<file path="src/rtl/load_store_unit.sv">
// Data-memory access stage of the RV32I core: one load/store at a time over a req/gnt/rvalid bus, loads written back to the regfile.
// Latency: load accept-to-regfile-write is 3 cycles minimum (gnt and rvalid each stretch it); store done pulses in the gnt cycle.
// Backpressure: issue_ready is high only in IDLE; mem_req and its address/enables/data hold stable until mem_gnt. Option macro: LSU_MISALIGN_TRAP_EN.
module load_store_unit #(
   parameter int addr_length    = 32,
   parameter int data_length    = 32,
   parameter int register_count = 32
) (
   input  logic                              clk,
   input  logic                              rst,
   input  logic                              issue_valid,
   output logic                              issue_ready,
   input  logic                              issue_store,
   input  logic [2:0]                        issue_funct3,
   input  logic [addr_length-1:0]            issue_addr,
   input  logic [data_length-1:0]            issue_wdata,
   input  logic [$clog2(register_count)-1:0] issue_rd,
   output logic                              mem_req,
   output logic                              mem_we,
   output logic [addr_length-1:0]            mem_addr,
   output logic [3:0]                        mem_be,
   output logic [data_length-1:0]            mem_wdata,
   input  logic                              mem_gnt,
   input  logic                              mem_rvalid,
   input  logic [data_length-1:0]            mem_rdata,
   output logic [$clog2(register_count)-1:0] w_addr_reg,
   output logic [data_length-1:0]            w_data_reg,
   output logic                              w_ctrl_reg,
   output logic                              done,
   output logic                              misalign_err
);

   localparam int RD_W = $clog2(register_count);

   typedef enum logic [1:0] {IDLE, REQ, WAIT, WB} state_t;

   typedef struct packed {
      logic                   store;
      logic [2:0]             funct3;
      logic [addr_length-1:0] addr;
      logic [data_length-1:0] wdata;
      logic [RD_W-1:0]        rd;
   } req_t;

   state_t                 state, state_nxt;
   req_t                   req_q;
   logic [data_length-1:0] ld_data_q;

   logic [1:0]             off;
   logic [1:0]             eff_off;
   logic                   is_half;
   logic                   is_word;
   logic                   legal;
   logic                   misaligned;
   logic                   go;
   logic [7:0]             ld_byte;
   logic [15:0]            ld_half;
   logic [data_length-1:0] ld_ext;
   logic [3:0]             st_be;
   logic [data_length-1:0] st_wdata;

   // State register; reset abandons any transaction in flight.
   always_ff @(posedge clk) begin
      if (rst) state <= IDLE;
      else     state <= state_nxt;
   end

   // Capture the issued access so the bus fields stay stable for its whole lifetime.
   always_ff @(posedge clk) begin
      if (rst) begin
         req_q <= '0;
      end else if (issue_valid && issue_ready) begin
         req_q <= '{store: issue_store, funct3: issue_funct3, addr: issue_addr,
                    wdata: issue_wdata, rd: issue_rd};
      end
   end

   // Load data is extracted as it arrives and held for the writeback cycle.
   always_ff @(posedge clk) begin
      if (rst)                               ld_data_q <= '0;
      else if (state == WAIT && mem_rvalid)  ld_data_q <= ld_ext;
   end

   // Access decode: legality, alignment, lane offset, byte enables, store data and load extraction.
   always_comb begin
      off     = req_q.addr[1:0];
      is_half = (req_q.funct3[1:0] == 2'b01);
      is_word = (req_q.funct3[1:0] == 2'b10);
      if (req_q.store) legal = (req_q.funct3 == 3'b000) || (req_q.funct3 == 3'b001) ||
                               (req_q.funct3 == 3'b010);
      else             legal = (req_q.funct3 == 3'b000) || (req_q.funct3 == 3'b001) ||
                               (req_q.funct3 == 3'b010) || (req_q.funct3 == 3'b100) ||
                               (req_q.funct3 == 3'b101);
`ifdef LSU_MISALIGN_TRAP_EN
      misaligned = (is_half && off[0]) || (is_word && (off != 2'b00));
`else
      misaligned = 1'b0;
`endif
      go = legal && !misaligned;
      // Without the trap, halfword/word offsets are forced to natural alignment.
      if (is_word)      eff_off = 2'b00;
      else if (is_half) eff_off = {off[1], 1'b0};
      else              eff_off = off;

      if (!req_q.store)  st_be = 4'b1111;
      else if (is_word)  st_be = 4'b1111;
      else if (is_half)  st_be = 4'b0011 << eff_off;
      else               st_be = 4'b0001 << eff_off;

      if (!req_q.store)  st_wdata = '0;
      else if (is_word)  st_wdata = req_q.wdata;
      else if (is_half)  st_wdata = {2{req_q.wdata[15:0]}};
      else               st_wdata = {4{req_q.wdata[7:0]}};

      ld_byte = 8'(mem_rdata >> {eff_off, 3'b000});
      ld_half = eff_off[1] ? mem_rdata[31:16] : mem_rdata[15:0];
      case (req_q.funct3)
         3'b000:  ld_ext = {{24{ld_byte[7]}}, ld_byte};
         3'b100:  ld_ext = {24'h0, ld_byte};
         3'b001:  ld_ext = {{16{ld_half[15]}}, ld_half};
         3'b101:  ld_ext = {16'h0, ld_half};
         default: ld_ext = mem_rdata;
      endcase
   end

   // Next-state and outputs; rejected accesses finish in REQ without touching the bus.
   always_comb begin
      state_nxt    = state;
      issue_ready  = 1'b0;
      mem_req      = 1'b0;
      mem_we       = 1'b0;
      mem_addr     = '0;
      mem_be       = 4'b0000;
      mem_wdata    = '0;
      w_ctrl_reg   = 1'b0;
      done         = 1'b0;
      misalign_err = 1'b0;
      case (state)
         IDLE: begin
            issue_ready = 1'b1;
            if (issue_valid) state_nxt = REQ;
         end
         REQ: begin
            if (!go) begin
               done = 1'b1;
`ifdef LSU_MISALIGN_TRAP_EN
               misalign_err = legal && misaligned;
`endif
               state_nxt = IDLE;
            end else begin
               mem_req   = 1'b1;
               mem_we    = req_q.store;
               mem_addr  = {req_q.addr[addr_length-1:2], 2'b00};
               mem_be    = st_be;
               mem_wdata = st_wdata;
               if (mem_gnt) begin
                  if (req_q.store) begin
                     done      = 1'b1;
                     state_nxt = IDLE;
                  end else begin
                     state_nxt = WAIT;
                  end
               end
            end
         end
         WAIT: begin
            if (mem_rvalid) state_nxt = WB;
         end
         WB: begin
            w_ctrl_reg = (req_q.rd != '0);
            done       = 1'b1;
            state_nxt  = IDLE;
         end
         default: state_nxt = IDLE;
      endcase
   end

   assign w_addr_reg = req_q.rd;
   assign w_data_reg = ld_data_q;

endmodule

</file>
<file path="config.mk">
export PLATFORM = sky130hd
export DESIGN_NAME = load_store_unit
export DESIGN_NICKNAME = d
export VERILOG_FILES = /design/src/rtl/load_store_unit.sv
export SDC_FILE = /design/constraint.sdc
export NUM_CORES = 1
export LEC_CHECK = 0
export ABC_CLOCK_PERIOD_IN_PS = 1800
export CAP_MARGIN = 5
export CORE_MARGIN = 2
export CORE_UTILIZATION = 35
export DETAILED_ROUTE_END_ITERATION = 7
export PLACE_DENSITY = 0.69
export SLEW_MARGIN = 20
export SYNTH_ARGS = -nofsm -noshare
export SYNTH_HDL_FRONTEND = slang
export SYNTH_SLANG_ARGS = --single-unit
</file>
<file path="constraint.sdc">
create_clock -name clk -period 1.8 [get_ports clk]
set_clock_uncertainty 0.05 [all_clocks]
set_input_delay 0.18 -clock clk [delete_from_list [all_inputs] [get_ports clk]]
set_output_delay 0.18 -clock clk [all_outputs]
set_load 0.03 [all_outputs]
</file>
==> results by group, run 1 <==
Critical path
  • Crit-path max FO: 5
  • Setup CP Type: reg -> out
  • Crit path cell chain: or2_1 -> a21oi_2 -> nand2_2 -> inv_2 -> nand2_4 -> buf_12 -> buf_12 -> a21oi_4 -> buf_6
  • Crit-path leading delay family: buffers and inverters
  • Critical path arrival: 1.95 ns
  • CP Capture Type: output port
  • FF-to-FF setup slack: -0.05 ns
  • Type of origin of the critical path: flip-flop
  • Critical path's largest stage delay: 0.36 ns
  • R2R Path Start: req_q[70]
  • CP max-delay cell: dfxtp_4
  • Worst EP required: 1.57 ns
  • CP bufs+invs: 4
  • Worst R2R End: w_data_reg[2]
  • Worst Reg-to-Reg Cells: 9
  • Most frequent CP cell: buf_12

Final layout
  • Layout cells sized above 1: 0.251
  • Net count reported at finish: 1030
  • Post-Layout Cell Count: 1108
  • Commonest non-fill, non-tap cell in the layout: nand2_1
  • Max reg flops: 66
  • Most frequent cells in the layout: nand2_1, clkdlybuf4s50_1, dfxtp_1, a21oi_1, buf_6
  • Fillers: 1246
  • Final core occ: 0.613
  • Final Instance Area: 0.00888 sq mm
  • Area growth from synthesis to layout: 72.4%

Synthesis
  • Post-synthesis register bit count: 107
  • Synth warn: 0
  • Cell area after synthesis: 0.00515 sq mm
  • Netlist cell types: 38
  • Post-Syn Instances: 691
  • Avg Cell Area, Syn: 7.45 sq um
  • Register area share after synthesis: 0.416

Route
  • Initial DRC count: 286
  • Met2 WL: 9.43 mm
  • Router iterations before antenna repair: 6
  • Uppermost layer routed: met4
  • Metal-1 WL: 7.90 mm
  • Final WL: 18.7 mm
  • Routed wire length per instance: 16.9 um
  • Vias per cell: 5.12
  • Met3 Routed Length: 1.03 mm
  • Vias: 5676
  • Final ANT Viol Nets: 0
  • Post-route DRC: 0

STA
  • Max-slew violation count: 0
  • Fin crit share: 1.21
  • Max Freq: 459 MHz
  • Fin crit period: 2.18 ns
  • Final WS setup: -0.376 ns
  • Final setup violation count: 82
  • Final hold slack: 0.188 ns
  • Final Hold Fails: 0
  • RSZ-0062 raised after global routing: yes
  • Setup TNS: -20.55 ns

Run status
  • Failing checks: negative setup slack
  • Run status: finished with violations

Die
  • Io pins: 221
  • Die height: 125 um
  • Initial Util: 0.356
  • Width of the chip: 125 um
  • Core area: 0.0145 sq mm
  • Die footprint: 0.0157 sq mm
  • Cell Rows: 44

Global route
  • Tot GR Track Use: 0.223
  • Largest net degree at the start of global routing: 64
  • Vias in the first global route: 5321
  • Initial antenna violation count: 1
  • Remaining global-route overflow: 0
  • First-pass GRT wire length: 28.1 mm

Clocking
  • CTS buffer count: 9
  • Clk buf depth: 2
  • CTS tree: yes
  • Clock sinks: 107
  • Clk_lat worst skew: 0.35 ns
  • Clk slew on worst S/H paths: 0.07 ns
  • Hold-fix buffers at CTS: 0
  • Root Buffer: clkbuf_16
  • H-tree level count: 3

Pwr
  • Logic pwr share: 0.271
  • PD cells: 710 mW/mm^2
  • Switching part of the total power: 0.297
  • Final Power: 6.30 mW
  • Share of total power in sequential cells: 0.416
  • Sw power: 1.87 mW
  • Max IR drop VDD: 444 uV
  • Internal power: 4.43 mW
  • Clock share of power: 0.313
  • Cell leakage power: 3.32 nW

Worst hold path
  • HP Class: in -> reg
  • Hold EP: w_data_reg[10]
  • Hold path startpoint: rst
  • WHS Path Cells: 2

Placement
  • DP Cell Count: 1078
  • Placed instance area: 0.00790 sq mm
  • Post-Place Setup Slack: -0.254 ns
  • GP Congestion: 0.850
  • HPWL after detailed placement: 12.7 mm
  • I/O Buffers: 217

Flow run
  • Max_cap viols: 0
==> power by group through the flow <==
stage	Combinational (mW)	Clock (mW)	Sequential (mW)
floorplan	0.791	0	2.69
global placement	1.50	0	2.67
detailed placement	1.51	0	2.67
CTS	1.62	2.00	2.62
global route	1.83	2.11	2.64
finish	1.71	1.97	2.62
==> kinds of logic after synthesis <==
kind of cell / after synthesis / share of synthesized area
AND/OR/NAND/NOR: 299 / 0.251
multiplexers: 25 / 0.0503
flip-flops: 107 / 0.416
other: 1 / 0.000728
AO/OA/AOI/OAI: 189 / 0.223
buffers and inverters: 70 / 0.0590
==> area by class of cell <==
cell class                      count  area (sq um)  share of cell area
Antenna cell                        1          2.50            0.000282
Timing Repair Buffer              281          3020               0.340
Clock buffer                       11           243              0.0273
Clock inverter                      3          40.0             0.00451
Sequential cell                   107          2150               0.242
Inverter                            5          18.8             0.00211
Tap cell                          184           230              0.0259
Multi-Input combinational cell    516          3180               0.358
==> what timing repair did <==
item / CTS / global route
buffers inserted: 5 / 5
pin swaps: 9 / 14
cloned: 3 / 2
setup endpoints to repair: 84 / 83
gates resized for setup: 92 / 42
==> routing by layer <==
metal / GRT usage / up-vias
li1: - / 2789
met1: 0.283 / 2673
met2: 0.380 / 188
met3: 0.0436 / 26
met4: 0.0752 / 0
met5: 0 / -
==> synthesized netlist by cell type (all sizes together) <==
master	n	area [sq um]
and2	31	194
nor2b	14	87.6
nor2	31	116
and3b	1	8.76
or4	1	7.51
a31oi	11	68.8
or2	1	6.26
conb	1	3.75
a221o	7	70.1
a221oi	1	8.76
dfxtp	107	2140
a211oi	42	315
mux2i	18	180
o32a	1	10.0
o311a	1	10.0
nor4b	1	8.76
nor3	1	5.00
inv	5	18.8
o211ai	1	7.51
a21oi	106	531
mux2	7	78.8
o22ai	1	6.26
a22oi	7	52.6
clkbuf	44	165
buf	21	120
or3	2	12.5
o21ai	8	40.0
o221a	1	11.3
nand2	202	758
a22o	1	8.76
nand3b	2	15.0
and3	8	50.1
a21o	1	7.51
nand2b	4	25.0
==> worst max-delay path by stage <==
stage	slack, ns	cells past startpoint	startpoint	end
2_1_floorplan	-0.08	8	req_q[69]	mem_wdata[28]
3_3_place_gp	-0.22	5	mem_rdata[31]	w_data_reg[10]
3_5_place_dp	-0.25	5	mem_rdata[31]	w_data_reg[8]
4_1_cts	-0.36	8	req_q[70]	mem_wdata[31]
5_1_grt	-0.46	9	req_q[70]	mem_wdata[14]
6_report	-0.38	9	req_q[70]	mem_wdata[14]
(Power assumes the default switching activity.)
==> inputs of run 2 (changes only) <==
--- a/config.mk
+++ b/config.mk
@@ -7,7 +7,6 @@
 export LEC_CHECK = 0
 export ABC_CLOCK_PERIOD_IN_PS = 1800
 export CAP_MARGIN = 5
-export CORE_MARGIN = 2
 export CORE_UTILIZATION = 35
 export DETAILED_ROUTE_END_ITERATION = 7
 export PLACE_DENSITY = 0.69
==> results by group, run 2 (same netlist as run 1, synthesis figures left out) <==
STA
  • Slew @ Worst Pin: 0.517 ns
  • Final hold slack: 0.324 ns (was 0.188 ns)
  • Final setup violation count: 75 (was 82)
  • RSZ-0062 raised after global routing: yes (unchanged)
  • Final Hold Fails: 0 (unchanged)
  • Max Freq: 463 MHz (was 459 MHz)
  • Fin crit share: 1.20 (was 1.21)
  • Fin crit period: 2.16 ns (was 2.18 ns)
  • Final WS setup: -0.358 ns (was -0.376 ns)
  • Max-slew violation count: 0 (unchanged)
  • Slew HR: 0.655

Critical path
  • R2R Path Start: req_q[69] (was req_q[70])
  • Worst EP required: 1.57 ns (about the same)
  • Setup CP Type: reg -> out (unchanged)
  • Setup crit end: mem_wdata[31] (was mem_wdata[14])
  • Critical path arrival: 1.93 ns (was 1.95 ns)
  • Worst Reg-to-Reg Cells: 5 (was 9)
  • CP Capture Type: output port (unchanged)
  • Type of origin of the critical path: flip-flop (unchanged)
  • Worst R2R End: w_data_reg[8] (was w_data_reg[2])
  • FF-to-FF setup slack: -0.09 ns (was -0.05 ns)
  • Origin of the worst setup path: req_q[70] (unchanged)
  • Crit-path max FO: 4 (was 5)

Worst hold path
  • HP Class: in -> reg (unchanged)
  • Hold path startpoint: issue_wdata[20] (was rst)

Final layout
  • Net count reported at finish: 1028 (was 1030)
  • Multi-input gate area: 0.00320 sq mm (was 0.00318 sq mm)
  • Max reg flops: 66 (unchanged)
  • Reg area: 0.00215 sq mm (about the same)
  • Commonest non-fill, non-tap cell in the layout: nand2_1 (unchanged)
  • Fillers: 1210 (was 1246)
  • Post-Layout Cell Count: 1103 (was 1108)
  • Most frequent cells in the layout: nand2_1, clkdlybuf4s50_1, dfxtp_1, a21oi_1, buf_6 (unchanged)
  • Final Instance Area: 0.00893 sq mm (was 0.00888 sq mm)
  • Layout cells sized above 1: 0.249 (was 0.251)
  • Diode count: 0 (was 1)
  • Area growth from synthesis to layout: 73.4% (was 72.4%)

Clocking
  • Clk slew on worst S/H paths: 0.07 ns (about the same)
  • Clk_lat worst skew: 0.35 ns (about the same)
  • H-tree level count: 3 (unchanged)
  • CTS tree: yes (unchanged)
  • Hold-fix buffers at CTS: 0 (unchanged)
  • Clock sinks: 107 (unchanged)
  • CTS buffer count: 9 (unchanged)
  • Clk buf depth: 2 (unchanged)
  • Root Buffer: clkbuf_16 (unchanged)

Route
  • Router iterations before antenna repair: 7 (was 6)
  • Final ANT Viol Nets: 0 (unchanged)
  • Vias per cell: 5.25 (was 5.12)
  • Initial DRC count: 358 (was 286)
  • Final WL: 18.8 mm (was 18.7 mm)
  • Post-route DRC: 0 (unchanged)
  • Vias: 5788 (was 5676)
  • Routed wire length per instance: 17.1 um (was 16.9 um)

Placement
  • I/O Buffers: 217 (unchanged)
  • GP Congestion: 0.831 (was 0.850)
  • HPWL after detailed placement: 12.7 mm (about the same)
  • Placed instance area: 0.00778 sq mm (was 0.00790 sq mm)
  • DP Cell Count: 1066 (was 1078)

Pwr
  • Max IR drop VDD: 432 uV (was 444 uV)
  • PD cells: 721 mW/mm^2 (was 710 mW/mm^2)
  • Final Power: 6.44 mW (was 6.30 mW)
  • Cell leakage power: 3.32 nW (about the same)

Die
  • Width of the chip: 123 um (was 125 um)
  • Die footprint: 0.0152 sq mm (was 0.0157 sq mm)
  • Cell Rows: 43 (was 44)
  • Core area: 0.0141 sq mm (was 0.0145 sq mm)
  • Initial Util: 0.365 (was 0.356)
  • Io pins: 221 (unchanged)
  • Die height: 123 um (was 125 um)

Run status
  • Run status: finished with violations (unchanged)
  • Failing checks: negative setup slack (unchanged)

Global route
  • GRT Max-Usage Layer: met2 (unchanged)
  • Vias in the first global route: 5602 (was 5321)
  • Global Route met2 Usage: 0.428 (was 0.380)
  • First-pass GRT wire length: 28.4 mm (was 28.1 mm)
  • Initial antenna violation count: 0 (was 1)
  • Remaining global-route overflow: 0 (unchanged)
  • Met1 usage: 0.284 (was 0.283)
  • Largest net degree at the start of global routing: 108 (was 64)
  • Met3 track demand over resource: 0.0443 (was 0.0436)
  • Tot GR Track Use: 0.242 (was 0.223)

Flow run
  • Max_cap viols: 0 (unchanged)
run 2: through the flow:
step	util	setup slack, ns	setup TNS (ns)
final	0.633	-0.358	-19.03
after global routing	0.633	-0.423	-24.80
after CTS	0.612	-0.363	-17.98
after detailed placement	0.552	-0.349	-3.09
after global placement	0.552	-0.261	-2.00
after floorplan	-	-0.0819	-0.605
run 2: worst min-delay path by stage:
stage	to	slack (ns)	depth (start not counted)
after global placement	req_q[45]	0.39	2
after floorplan	req_q[39]	0.27	2
after CTS	req_q[25]	0.31	3
final	req_q[25]	0.32	3
after global routing	req_q[67]	0.34	3
after detailed placement	req_q[66]	0.39	2
run 2: per-layer routing:
metal	part of all wire	vias to the layer above
li1	-	2786
met1	0.39	2755
met4	0.031	0
met5	0	-
met3	0.068	34
met2	0.51	213
run 2: layout make-up:
type	count	share of cell area
clock buffers	12	0.0298
well taps	180	0.0252
multi-input cells	516	0.358
flip-flops and latches	107	0.241
repair buffers	279	0.338
inverters	5	0.00280
clock inverters	4	0.00532
run 2: critical path, stage by stage (launching register included):
cell       delay, ns
dfxtp_4         0.35
or2_4           0.24
a21oi_4         0.13
nand2_2         0.10
inv_4           0.10
nand2_8         0.08
clkbuf_16       0.18
a211oi_4        0.21
buf_6           0.18
run 2: what timing repair did:
| action | in CTS | in global routing |
|---|---|---|
| setup endpoints to repair | 84 | 80 |
| pin swaps | 3 | 6 |
| cloned | 2 | 4 |
| setup buffers | 8 | 7 |
| resized for setup | 110 | 29 |
run 2: power breakdown:
group	total, mW	internal (mW)	switching [mW]
Sequential	2.62	2.51	0.107
Clock	2.08	1.19	0.890
Combinational	1.74	0.832	0.909
